**src/rtl/ir_sensor_acq_if.sv**
```systemverilog
// A2D conversion handshake: the acquisition block is the master and the converter is the slave.
interface ir_sensor_acq_if;
    logic        strt_cnv;
    logic [2:0]  chnnl;
    logic        cnv_cmplt;
    logic [11:0] res;

    modport master (
        output strt_cnv,
        output chnnl,
        input  cnv_cmplt,
        input  res
    );

    modport slave (
        input  strt_cnv,
        input  chnnl,
        output cnv_cmplt,
        output res
    );
endinterface

```
**src/rtl/ir_sensor_acq.sv**
```systemverilog
// IR wall-sensor acquisition: periodic emitter sweep, left/right A2D sequencing, opening flags and derivative term.
// Optional rounding average of each reading with the previously published value when IR_FILT_EN is defined.
module ir_sensor_acq #(
    parameter logic [15:0] PERIOD     = 16'd50000,
    parameter logic [7:0]  SETTLE     = 8'd100,
    parameter logic [2:0]  LFT_CHNNL  = 3'd3,
    parameter logic [2:0]  RGHT_CHNNL = 3'd0,
    parameter logic [11:0] NOM_IR     = 12'h970,
    parameter logic [11:0] OPN_THRESH = 12'h300
) (
    input  logic                  clk,
    input  logic                  rst_n,
    ir_sensor_acq_if.master       a2d,
    output logic                  IR_en,
    output logic [11:0]           lft_IR,
    output logic [11:0]           rght_IR,
    output logic                  lft_opn,
    output logic                  rght_opn,
    output logic [8:0]            IR_Dtrm,
    output logic                  vld
);

    localparam int unsigned RES_W  = 12;
    localparam int unsigned CNT_W  = 16;
    localparam int unsigned SET_W  = 8;
    localparam int unsigned CH_W   = 3;
    localparam int unsigned DTRM_W = 9;
    localparam int unsigned ERR_W  = 13;
    localparam int unsigned DIFF_W = 14;

    typedef enum logic [2:0] {
        S_IDLE,
        S_SETTLE,
        S_WAIT_L,
        S_WAIT_R,
        S_UPDATE
    } state_t;

    state_t                    state_q,    state_d;
    logic [CNT_W-1:0]          per_cnt_q,  per_cnt_d;
    logic [SET_W-1:0]          set_cnt_q,  set_cnt_d;
    logic                      ir_en_q,    ir_en_d;
    logic                      strt_cnv_q, strt_cnv_d;
    logic [CH_W-1:0]           chnnl_q,    chnnl_d;
    logic [RES_W-1:0]          lft_raw_q,  lft_raw_d;
    logic [RES_W-1:0]          rght_raw_q, rght_raw_d;
    logic [RES_W-1:0]          lft_ir_q,   lft_ir_d;
    logic [RES_W-1:0]          rght_ir_q,  rght_ir_d;
    logic                      lft_opn_q,  lft_opn_d;
    logic                      rght_opn_q, rght_opn_d;
    logic [DTRM_W-1:0]         dtrm_q,     dtrm_d;
    logic signed [ERR_W-1:0]   prev_err_q, prev_err_d;
    logic                      vld_q,      vld_d;

    logic                      tick_c;
    logic [RES_W-1:0]          lft_smp_c;
    logic [RES_W-1:0]          rght_smp_c;
    logic signed [ERR_W-1:0]   err_c;
    logic signed [DIFF_W-1:0]  diff_c;
    logic [DTRM_W-1:0]         sat_c;
    logic                      any_opn_c;

`ifdef IR_FILT_EN
    // Rounded mean of the published reading and the new sample; 13-bit sum avoids overflow.
    function automatic logic [RES_W-1:0] filt(input logic [RES_W-1:0] old_v, input logic [RES_W-1:0] smp);
        return RES_W'((ERR_W'(old_v) + ERR_W'(smp) + ERR_W'(1)) >> 1);
    endfunction

    assign lft_smp_c  = filt(lft_ir_q, a2d.res);
    assign rght_smp_c = filt(rght_ir_q, a2d.res);
`else
    assign lft_smp_c  = a2d.res;
    assign rght_smp_c = a2d.res;
`endif

    assign tick_c = (per_cnt_q == PERIOD - 16'd1);

    // Opening flags, error and saturated derivative from the stored readings.
    always_comb begin
        any_opn_c = (lft_raw_q < OPN_THRESH) || (rght_raw_q < OPN_THRESH);
        err_c     = $signed({1'b0, lft_raw_q}) - $signed({1'b0, rght_raw_q});
        diff_c    = $signed({err_c[ERR_W-1], err_c}) - $signed({prev_err_q[ERR_W-1], prev_err_q});
        if (diff_c > 14'sd255) begin
            sat_c = 9'h0FF;
        end else if (diff_c < -14'sd256) begin
            sat_c = 9'h100;
        end else begin
            sat_c = diff_c[DTRM_W-1:0];
        end
    end

    always_comb begin
        state_d    = state_q;
        per_cnt_d  = tick_c ? '0 : per_cnt_q + 16'd1;
        set_cnt_d  = set_cnt_q;
        ir_en_d    = ir_en_q;
        strt_cnv_d = 1'b0;
        chnnl_d    = chnnl_q;
        lft_raw_d  = lft_raw_q;
        rght_raw_d = rght_raw_q;
        lft_ir_d   = lft_ir_q;
        rght_ir_d  = rght_ir_q;
        lft_opn_d  = lft_opn_q;
        rght_opn_d = rght_opn_q;
        dtrm_d     = dtrm_q;
        prev_err_d = prev_err_q;
        vld_d      = 1'b0;

        unique case (state_q)
            S_IDLE: begin
                if (tick_c) begin
                    state_d   = S_SETTLE;
                    ir_en_d   = 1'b1;
                    set_cnt_d = '0;
                end
            end
            S_SETTLE: begin
                if (set_cnt_q == SETTLE - 8'd1) begin
                    strt_cnv_d = 1'b1;
                    chnnl_d    = LFT_CHNNL;
                    state_d    = S_WAIT_L;
                end else begin
                    set_cnt_d = set_cnt_q + 8'd1;
                end
            end
            S_WAIT_L: begin
                if (a2d.cnv_cmplt) begin
                    lft_raw_d  = lft_smp_c;
                    strt_cnv_d = 1'b1;
                    chnnl_d    = RGHT_CHNNL;
                    state_d    = S_WAIT_R;
                end
            end
            S_WAIT_R: begin
                if (a2d.cnv_cmplt) begin
                    rght_raw_d = rght_smp_c;
                    state_d    = S_UPDATE;
                end
            end
            S_UPDATE: begin
                lft_ir_d   = lft_raw_q;
                rght_ir_d  = rght_raw_q;
                lft_opn_d  = (lft_raw_q < OPN_THRESH);
                rght_opn_d = (rght_raw_q < OPN_THRESH);
                dtrm_d     = any_opn_c ? '0 : sat_c;
                prev_err_d = any_opn_c ? '0 : err_c;
                vld_d      = 1'b1;
                ir_en_d    = 1'b0;
                state_d    = S_IDLE;
            end
            default: state_d = S_IDLE;
        endcase
    end

    always_ff @(posedge clk) begin
        if (!rst_n) begin
            state_q    <= S_IDLE;
            per_cnt_q  <= '0;
            set_cnt_q  <= '0;
            ir_en_q    <= 1'b0;
            strt_cnv_q <= 1'b0;
            chnnl_q    <= '0;
            lft_raw_q  <= NOM_IR;
            rght_raw_q <= NOM_IR;
            lft_ir_q   <= NOM_IR;
            rght_ir_q  <= NOM_IR;
            lft_opn_q  <= 1'b0;
            rght_opn_q <= 1'b0;
            dtrm_q     <= '0;
            prev_err_q <= '0;
            vld_q      <= 1'b0;
        end else begin
            state_q    <= state_d;
            per_cnt_q  <= per_cnt_d;
            set_cnt_q  <= set_cnt_d;
            ir_en_q    <= ir_en_d;
            strt_cnv_q <= strt_cnv_d;
            chnnl_q    <= chnnl_d;
            lft_raw_q  <= lft_raw_d;
            rght_raw_q <= rght_raw_d;
            lft_ir_q   <= lft_ir_d;
            rght_ir_q  <= rght_ir_d;
            lft_opn_q  <= lft_opn_d;
            rght_opn_q <= rght_opn_d;
            dtrm_q     <= dtrm_d;
            prev_err_q <= prev_err_d;
            vld_q      <= vld_d;
        end
    end

    assign a2d.strt_cnv = strt_cnv_q;
    assign a2d.chnnl    = chnnl_q;
    assign IR_en        = ir_en_q;
    assign lft_IR       = lft_ir_q;
    assign rght_IR      = rght_ir_q;
    assign lft_opn      = lft_opn_q;
    assign rght_opn     = rght_opn_q;
    assign IR_Dtrm      = dtrm_q;
    assign vld          = vld_q;

endmodule

```
**src/flat_wrapper.sv**
```systemverilog
// flat-port wrapper written by rule: the top's interface ports become plain ports
module ir_sensor_acq_flat 
#(
    parameter logic [15:0] PERIOD     = 16'd50000,
    parameter logic [7:0]  SETTLE     = 8'd100,
    parameter logic [2:0]  LFT_CHNNL  = 3'd3,
    parameter logic [2:0]  RGHT_CHNNL = 3'd0,
    parameter logic [11:0] NOM_IR     = 12'h970,
    parameter logic [11:0] OPN_THRESH = 12'h300
)
  (clk, rst_n, IR_en, lft_IR, rght_IR, lft_opn, rght_opn, IR_Dtrm, vld, a2d_strt_cnv, a2d_chnnl, a2d_cnv_cmplt, a2d_res);
  ir_sensor_acq_if a2d_i ();
  input  logic clk;
  input  logic rst_n;
  output logic IR_en;
  output logic [11:0] lft_IR;
  output logic [11:0] rght_IR;
  output logic lft_opn;
  output logic rght_opn;
  output logic [8:0] IR_Dtrm;
  output logic vld;
  output wire logic [$bits(a2d_i.strt_cnv)-1:0] a2d_strt_cnv;
  output wire logic [$bits(a2d_i.chnnl)-1:0] a2d_chnnl;
  input wire logic [$bits(a2d_i.cnv_cmplt)-1:0] a2d_cnv_cmplt;
  input wire logic [$bits(a2d_i.res)-1:0] a2d_res;
  assign a2d_strt_cnv = a2d_i.strt_cnv;
  assign a2d_chnnl = a2d_i.chnnl;
  assign a2d_i.cnv_cmplt = a2d_cnv_cmplt;
  assign a2d_i.res = a2d_res;
  ir_sensor_acq #(.PERIOD(PERIOD), .SETTLE(SETTLE), .LFT_CHNNL(LFT_CHNNL), .RGHT_CHNNL(RGHT_CHNNL), .NOM_IR(NOM_IR), .OPN_THRESH(OPN_THRESH)) u_core (.clk(clk), .rst_n(rst_n), .a2d(a2d_i), .IR_en(IR_en), .lft_IR(lft_IR), .rght_IR(rght_IR), .lft_opn(lft_opn), .rght_opn(rght_opn), .IR_Dtrm(IR_Dtrm), .vld(vld));
endmodule
```
**config.mk**
```make
export PLATFORM = sky130hd
export DESIGN_NAME = ir_sensor_acq_flat
export DESIGN_NICKNAME = d
export VERILOG_FILES = /design/src/rtl/ir_sensor_acq_if.sv /design/src/rtl/ir_sensor_acq.sv /design/src/flat_wrapper.sv
export SDC_FILE = /design/constraint.sdc
export NUM_CORES = 1
export LEC_CHECK = 0
export ABC_AREA = 1
export BUFFER_PORTS_ARGS = -buffer_cell sky130_fd_sc_hd__buf_2
export CORE_MARGIN = 3
export CORE_UTILIZATION = 59
export DETAILED_ROUTE_END_ITERATION = 16
export PLACE_DENSITY = 0.8
export SYNTH_ARGS = -nofsm -noshare
export SYNTH_HDL_FRONTEND = slang
export SYNTH_SLANG_ARGS = --single-unit
export TNS_END_PERCENT = 10
```
**constraint.sdc**
```tcl
create_clock -name clk -period 4.03 [get_ports clk]
set_clock_uncertainty 0.1 [all_clocks]
set_input_delay 1.209 -clock clk [delete_from_list [all_inputs] [get_ports clk]]
set_output_delay 1.209 -clock clk [all_outputs]
set_load 0.005 [all_outputs]
```
# ---- Word level (Yosys, flattened, before mapping)
# Cells that the tools add are included.
dict set report op_classes {
  addsub 4
  n_lt_le_gt_ge 4
  eq_ne 11
  n_mux 21
  n_bitwise 1
  reduce_logical 12
}
# cell n
set ops {}
lappend ops {{9-bit two-way mux} 3}
lappend ops {{12-bit by 10-bit less-than comparator with 1-bit output, second input constant} 2}
lappend ops {{3-bit two-way mux} 6}
lappend ops {{16-bit by 1-bit adder with 16-bit output, second input constant} 1}
lappend ops {{16-bit equality test, second input constant} 1}
lappend ops {{8-bit two-way mux} 2}
lappend ops {{8-bit one-hot mux with 2 select lines} 1}
lappend ops {{14-bit by 9-bit greater-than comparator with 1-bit output, second input constant} 1}
lappend ops {{14-bit by 9-bit less-than comparator with 1-bit output, second input constant} 1}
lappend ops {{13-bit by 13-bit subtractor with 14-bit output} 1}
lappend ops {{13-bit two-way mux} 1}
lappend ops {{12-bit by 12-bit subtractor with 13-bit output} 1}
lappend ops {{3-bit one-hot mux with 4 select lines} 1}
lappend ops {{8-bit by 1-bit adder with 8-bit output, second input constant} 1}
lappend ops {{8-bit by 7-bit equality test with 1-bit output, second input constant} 1}
lappend ops {{3-bit by 2-bit equality test with 1-bit output, second input constant} 2}
lappend ops {{2-bit inequality test, second input constant} 3}
lappend ops {{3-bit one-hot mux with 2 select lines} 1}
lappend ops {{2-bit AND reduction} 3}
lappend ops {{3-bit AND reduction} 2}
lappend ops {{2-bit nonzero test} 3}
lappend ops {{1-bit two-way mux} 4}
lappend ops {{2-bit by 1-bit inequality test with 1-bit output, second input constant} 2}
lappend ops {{1-bit one-hot mux with 2 select lines} 2}
lappend ops {{other kinds (7)} 7}
dict set report totals {
  register_bits 105
  in_bits 15
  out_inout_bits 41
}

# ---- Depth between registers and ports, before layout
dict set report depth {
  word_depth 6
  depth_mapped 25
  depth_no_buf 25
}

# ---- Least setup slack after synthesis
# OpenSTA, ideal clock, no wires.
dict set report synth_path {
  path_kind {register -> register}
  start {register u_core.rght_raw_q[2]}
  end {register u_core.dtrm_q[1], in the netlist u_core.IR_Dtrm[1]}
  setup_ns 0.139
  arrival_ns 2.965
  required_ns 3.791
  path_slack_ns 0.826
  stages_incl_launch_ff 23
  n_path_buf 0
  synth_period_minus_slack_ns 3.204
  cell_sequence {dfxtp_1 > inv_1 > ha_1 > a21oi_1 > nand2_1 > a21oi_1 > o21ai_0 > a21oi_1 > xor2_1 > inv_1 > ha_1 > nand2_1 > inv_1 > a21oi_1 > nand3_1 > nand2_1 > nand2_2 > nor2_1 > nand2_1 > o21ai_4 > nand2_1 > nand2_1 > a21oi_2}
}
dict set report synth_via {
  elab_chain_cells 6
  word_cells_on_any_way 9
  classes_between {add/sub: 2; order compare: 3; mux: 3; reduce/logical: 1}
}
# item line_no
set synth_lines {}
lappend synth_lines {{from (decl)} ir_sensor_acq.sv:46} ;# logic [RES_W-1:0] rght_raw_q, rght_raw_d;
lappend synth_lines {{from (signal assigned)} ir_sensor_acq.sv:180} ;# rght_raw_q <= rght_raw_d;
lappend synth_lines {{12-bit by 12-bit subtractor with 13-bit output} ir_sensor_acq.sv:81} ;# err_c = $signed({1'b0, lft_raw_q}) - $signed({1'b0, rght_raw_q});
lappend synth_lines {{13-bit by 13-bit subtractor with 14-bit output} ir_sensor_acq.sv:82} ;# diff_c = $signed({err_c[ERR_W-1], err_c}) - $signed({prev_err_q[ERR_W-1], prev_err_q});
lappend synth_lines {{14-bit by 9-bit less-than comparator with 1-bit output} ir_sensor_acq.sv:85} ;# end else if (diff_c < -14'sd256) begin
lappend synth_lines {{9-bit two-way mux} ir_sensor_acq.sv:85}
lappend synth_lines {{9-bit two-way mux} ir_sensor_acq.sv:83} ;# if (diff_c > 14'sd255) begin
lappend synth_lines {{9-bit two-way mux (*)} ir_sensor_acq.sv:145} ;# dtrm_d = any_opn_c ? '0 : sat_c;
lappend synth_lines {{to (signal assigned)} ir_sensor_acq.sv:185} ;# dtrm_q <= dtrm_d;
lappend synth_lines {{to (decl)} ir_sensor_acq.sv:51} ;# logic [DTRM_W-1:0] dtrm_q, dtrm_d;
# Every way passes the cells marked *; elsewhere a longest branch is shown, timed or not.
# A chain may end at the register's enable or synchronous reset.

# ---- Worst setup path after layout
# Same ends and word-level chain as after synthesis.

==> run metrics <==
post-synthesis cell area 5460 sq um; sequential share of the synthesized area 37.8%; run status completed; CP endpoint u_core.IR_Dtrm[1]$_SDFFE_PN0P_; vias in the first global route 4539; post-place instance area 5810 sq um; Global Route Usage Sum between 20% and 30%; Resize count post-CTS 0; std cell rows 34; P_int between 1 and 1.5 mW; peak fanout along the critical path 8; Die Y 102 um; TritonCTS Sinks a little over 100; count of max-cap constraint violations 0; vias 4981; worst vdd ir 0.000223 V; Critical Path Sink Type flip-flop; CTS tree done; initial core utilization 61.7%; share of cells above drive strength 1 15.8%; GP Congestion 0.876; H-tree depth 3; Leak Pwr 2.89 nW; switch share 24.3%; Startpoint Class flip-flop; DR vias/cell between 5 and 6; Synthesis Warnings 0; Netlist cell types 40; pre-CTS WS 0.261 ns; Worst R2R End u_core.IR_Dtrm[1]$_SDFFE_PN0P_; IO Count 56; cell breakdown of the critical path inv_1 -> ha_2 -> a21oi_1 -> nand2_2 -> a21oi_2 -> o21ai_1 -> a21oi_1 -> xor2_1 -> inv_1 -> ha_2 -> nand2_1 -> nor2_2 -> nand3_1 -> nand4_1 -> nand2_2 -> nor2_1 -> nand2_1 -> o21ai_4 -> nand2_1 -> nand2_1 -> a21oi_2; PortBufs 54; Top cell by count, worst path nand2_1; worst path buffer plus inverter count 2; first-pass GRT wire length 20500 um; top cell type's share of synthesized area a little under two fifths; Fin. Hold Viols 0; total iterations of the first detailed-routing run 5; Worst R2R Start u_core.rght_raw_q[2]$_SDFFE_PN0P_; highest clock rate 270 MHz; delay-heaviest family, CP simple AND/OR/NAND/NOR gates; clk root buf clkbuf_8; Gate power share 3.8%; Routed Antenna Nets 0; Clk pin slew, worst setup/hold paths 0.11 ns; post-route clock period utilization 91.8%; Layout area overhead 10.3%; worst stage delay on the critical path 0.38 ns; worst setup margin 0.330 ns; Worst Setup SP u_core.rght_raw_q[2]$_SDFFE_PN0P_; GRT overflow 0; clock share of power a little under two fifths; Post-Syn Instances 767; design area roughly 6000 sq um; CTS Buf Count 9; die width 102 um; Hold Buf Count CTS 0; Yosys reg bits between 100 and 150; sw power 433 uW; final setup TNS 0 ns; largest net degree at the start of global routing 52; initial antenna violation count 0; Async S/R FF share, synth 0%; Post-Route WL 12300 um; ANT cells 0; worst-margin pin slew 0.909 ns; NumNets Final between 800 and 900; reg-to-reg slack, setup ~0.33 ns; syn_area_per_cell 7.12 sq um; DRC violations left 0; pwr/cell area 295 nW/um^2; wire length per cell 13.3 um; Max transition margin 39.3%; CP max stage cell ha_2; first-iteration detailed-routing DRC count 279; predominant post-synthesis flop cell dfxtp_1; Worst-Skew Late Latency 0.37 ns; CP Depth 21; CTS Buffer Depth 2; critical path arrival 3.85 ns; Final Max Tran Viols 0; worst min path class flip-flop to flip-flop; biggest area consumer among synthesized cells dfxtp_1; sequential power share 58.0%; die footprint between 10000 and 15000 sq um; unrepaired setup endpoints after global routing no; Critical Path RT 4.18 ns; Worst R2R Path Depth 21; setup repair bufs after CTS 0; net count after synthesis just over 800; Setup Viol. Count Final 0; kind of critical path flip-flop to flip-flop; Core Region 8850 sq um; Final HPWL DP 9270 um; synth top area cells dfxtp_1 (38%), nand2_1 (13%), inv_1 (7.2%); Post-synth EDFFs 0; fin crit period 3.70 ns
-- cell type report --
| class | instances | area (sq um) |
|---|---|---|
| multi-input combinational | 529 | 2890 |
| fill | 788 | 2830 |
| sequential | 103 | 2060 |
| inverter | 112 | 420 |
| timing repair buffer | 59 | 308 |
| tap | 108 | 135 |
| clock buffer | 10 | 128 |
| clock inverter | 6 | 76.3 |
-- worst reg2reg max path: cells and delay by family, from the launching register on --
kind	cells	cell delay [ns]
flops	1	0.31
buf+inv	2	0.19
simple gates	10	1.08
xor+xnor	1	0.24
fa+ha+maj	2	0.69
compound gates	6	0.97
-- layout by cell type, fill, tap and decap left out, types with 3 or more instances in the layout --
cell / Yosys / layout
a21oi_1: 71 / 70
a21oi_2: 10 / 11
a31oi_1: 3 / 3
buf_2: 1 / 54
buf_4: 2 / 5
clkbuf_8: 0 / 9
clkinv_4: 0 / 3
dfxtp_1: 103 / 102
ha_1: 27 / 25
inv_1: 104 / 104
inv_2: 7 / 7
nand2_1: 182 / 181
nand2_2: 11 / 12
nand2_4: 3 / 3
nand3_1: 36 / 36
nand3_2: 5 / 5
nand4_1: 9 / 9
nor2_1: 60 / 60
nor2_2: 4 / 4
nor2_4: 4 / 4
nor3_1: 9 / 9
nor3_2: 3 / 3
o211ai_1: 7 / 7
o21ai_0: 47 / 46
o21bai_1: 4 / 4
xnor2_1: 6 / 6
xor2_1: 12 / 12
-- flip-flops by register name, indices dropped and copies added, names as in the netlist --
register	cells
u_core.lft_opn	1
u_core.prev_err_q	13
u_core.lft_IR	12
u_core.a2d.strt_cnv	1
u_core.per_cnt_q	16
u_core.a2d.chnnl	1
u_core.rght_opn	1
u_core.rght_IR	12
u_core.IR_en	1
u_core.vld	1
u_core.rght_raw_q	12
u_core.set_cnt_q	8
u_core.lft_raw_q	12
u_core.state_q	3
u_core.IR_Dtrm	9
-- worst min-delay path by stage --
| stage | cells past startpoint | endpoint | startpoint | slack (ns) |
|---|---|---|---|---|
| floorplan | 1 | u_core.per_cnt_q[0]$_SDFF_PP0_ | u_core.per_cnt_q[0]$_SDFF_PP0_ | 0.32 |
| global placement | 1 | u_core.per_cnt_q[0]$_SDFF_PP0_ | u_core.per_cnt_q[0]$_SDFF_PP0_ | 0.33 |
| detailed placement | 1 | u_core.per_cnt_q[0]$_SDFF_PP0_ | u_core.per_cnt_q[0]$_SDFF_PP0_ | 0.34 |
| CTS | 1 | u_core.per_cnt_q[0]$_SDFF_PP0_ | u_core.per_cnt_q[0]$_SDFF_PP0_ | 0.36 |
| global route | 2 | u_core.IR_Dtrm[8]$_SDFFE_PN0P_ | u_core.IR_Dtrm[8]$_SDFFE_PN0P_ | 0.39 |
| finish | 1 | u_core.per_cnt_q[0]$_SDFF_PP0_ | u_core.per_cnt_q[0]$_SDFF_PP0_ | 0.35 |
-- cell usage after synthesis, drive strengths merged (2+ instances only) --
library cell,count
nand4,9
ha,27
o21bai,6
nor3,12
a31oi,3
clkbuf,20
nor2,68
xnor2,6
fa,2
buf,3
inv,111
dfxtp,103
a21oi,81
nand3,41
o21ai,49
nor4,2
o211ai,7
o21a,2
xor2,12
nand2,196
-- through the flow --
stage | hold slack [ns] | instances | total power [mW] | util, %
after CTS | 0.356 | 927 | 1.78 | 67.9
after floorplan | 0.318 | 767 | 1.10 | -
after global routing | 0.390 | 927 | 1.84 | 68.1
after global placement | 0.328 | 911 | 1.12 | 65.6
final | 0.354 | 927 | 1.78 | 68.1
after detailed placement | 0.338 | 911 | 1.12 | 65.6
-- power groups by stage --
stage	logic [mW]	registers (mW)	clock network, mW
after floorplan	0.0475	1.05	0
after global routing	0.0751	1.03	0.729
final	0.0671	1.03	0.680
after global placement	0.0642	1.05	0
after detailed placement	0.0658	1.05	0
after CTS	0.0662	1.03	0.682
-- cell families after synthesis --
logic type                 Yosys count  share of synthesized area, %
other                                1                        0.0687
AOI/OAI and AO/OA                  150                          15.8
adders and majority gates           29                          6.92
buffers and inverters              135                          9.44
xor gates and xnor gates            18                          2.89
and+or+nand+nor                    331                          27.1
DFF                                103                          37.8
-- layer usage --
| metal | track usage (%) | vias up | routed length [um] |
|---|---|---|---|
| met5 | 0 | - | 0 |
| met4 | 9.79 | 0 | 301 |
| met3 | 4.03 | 30 | 584 |
| met2 | 41.6 | 137 | 5990 |
| met1 | 31.2 | 2263 | 5450 |
| li1 | - | 2551 | - |
Power figures use the tool's default switching activity.
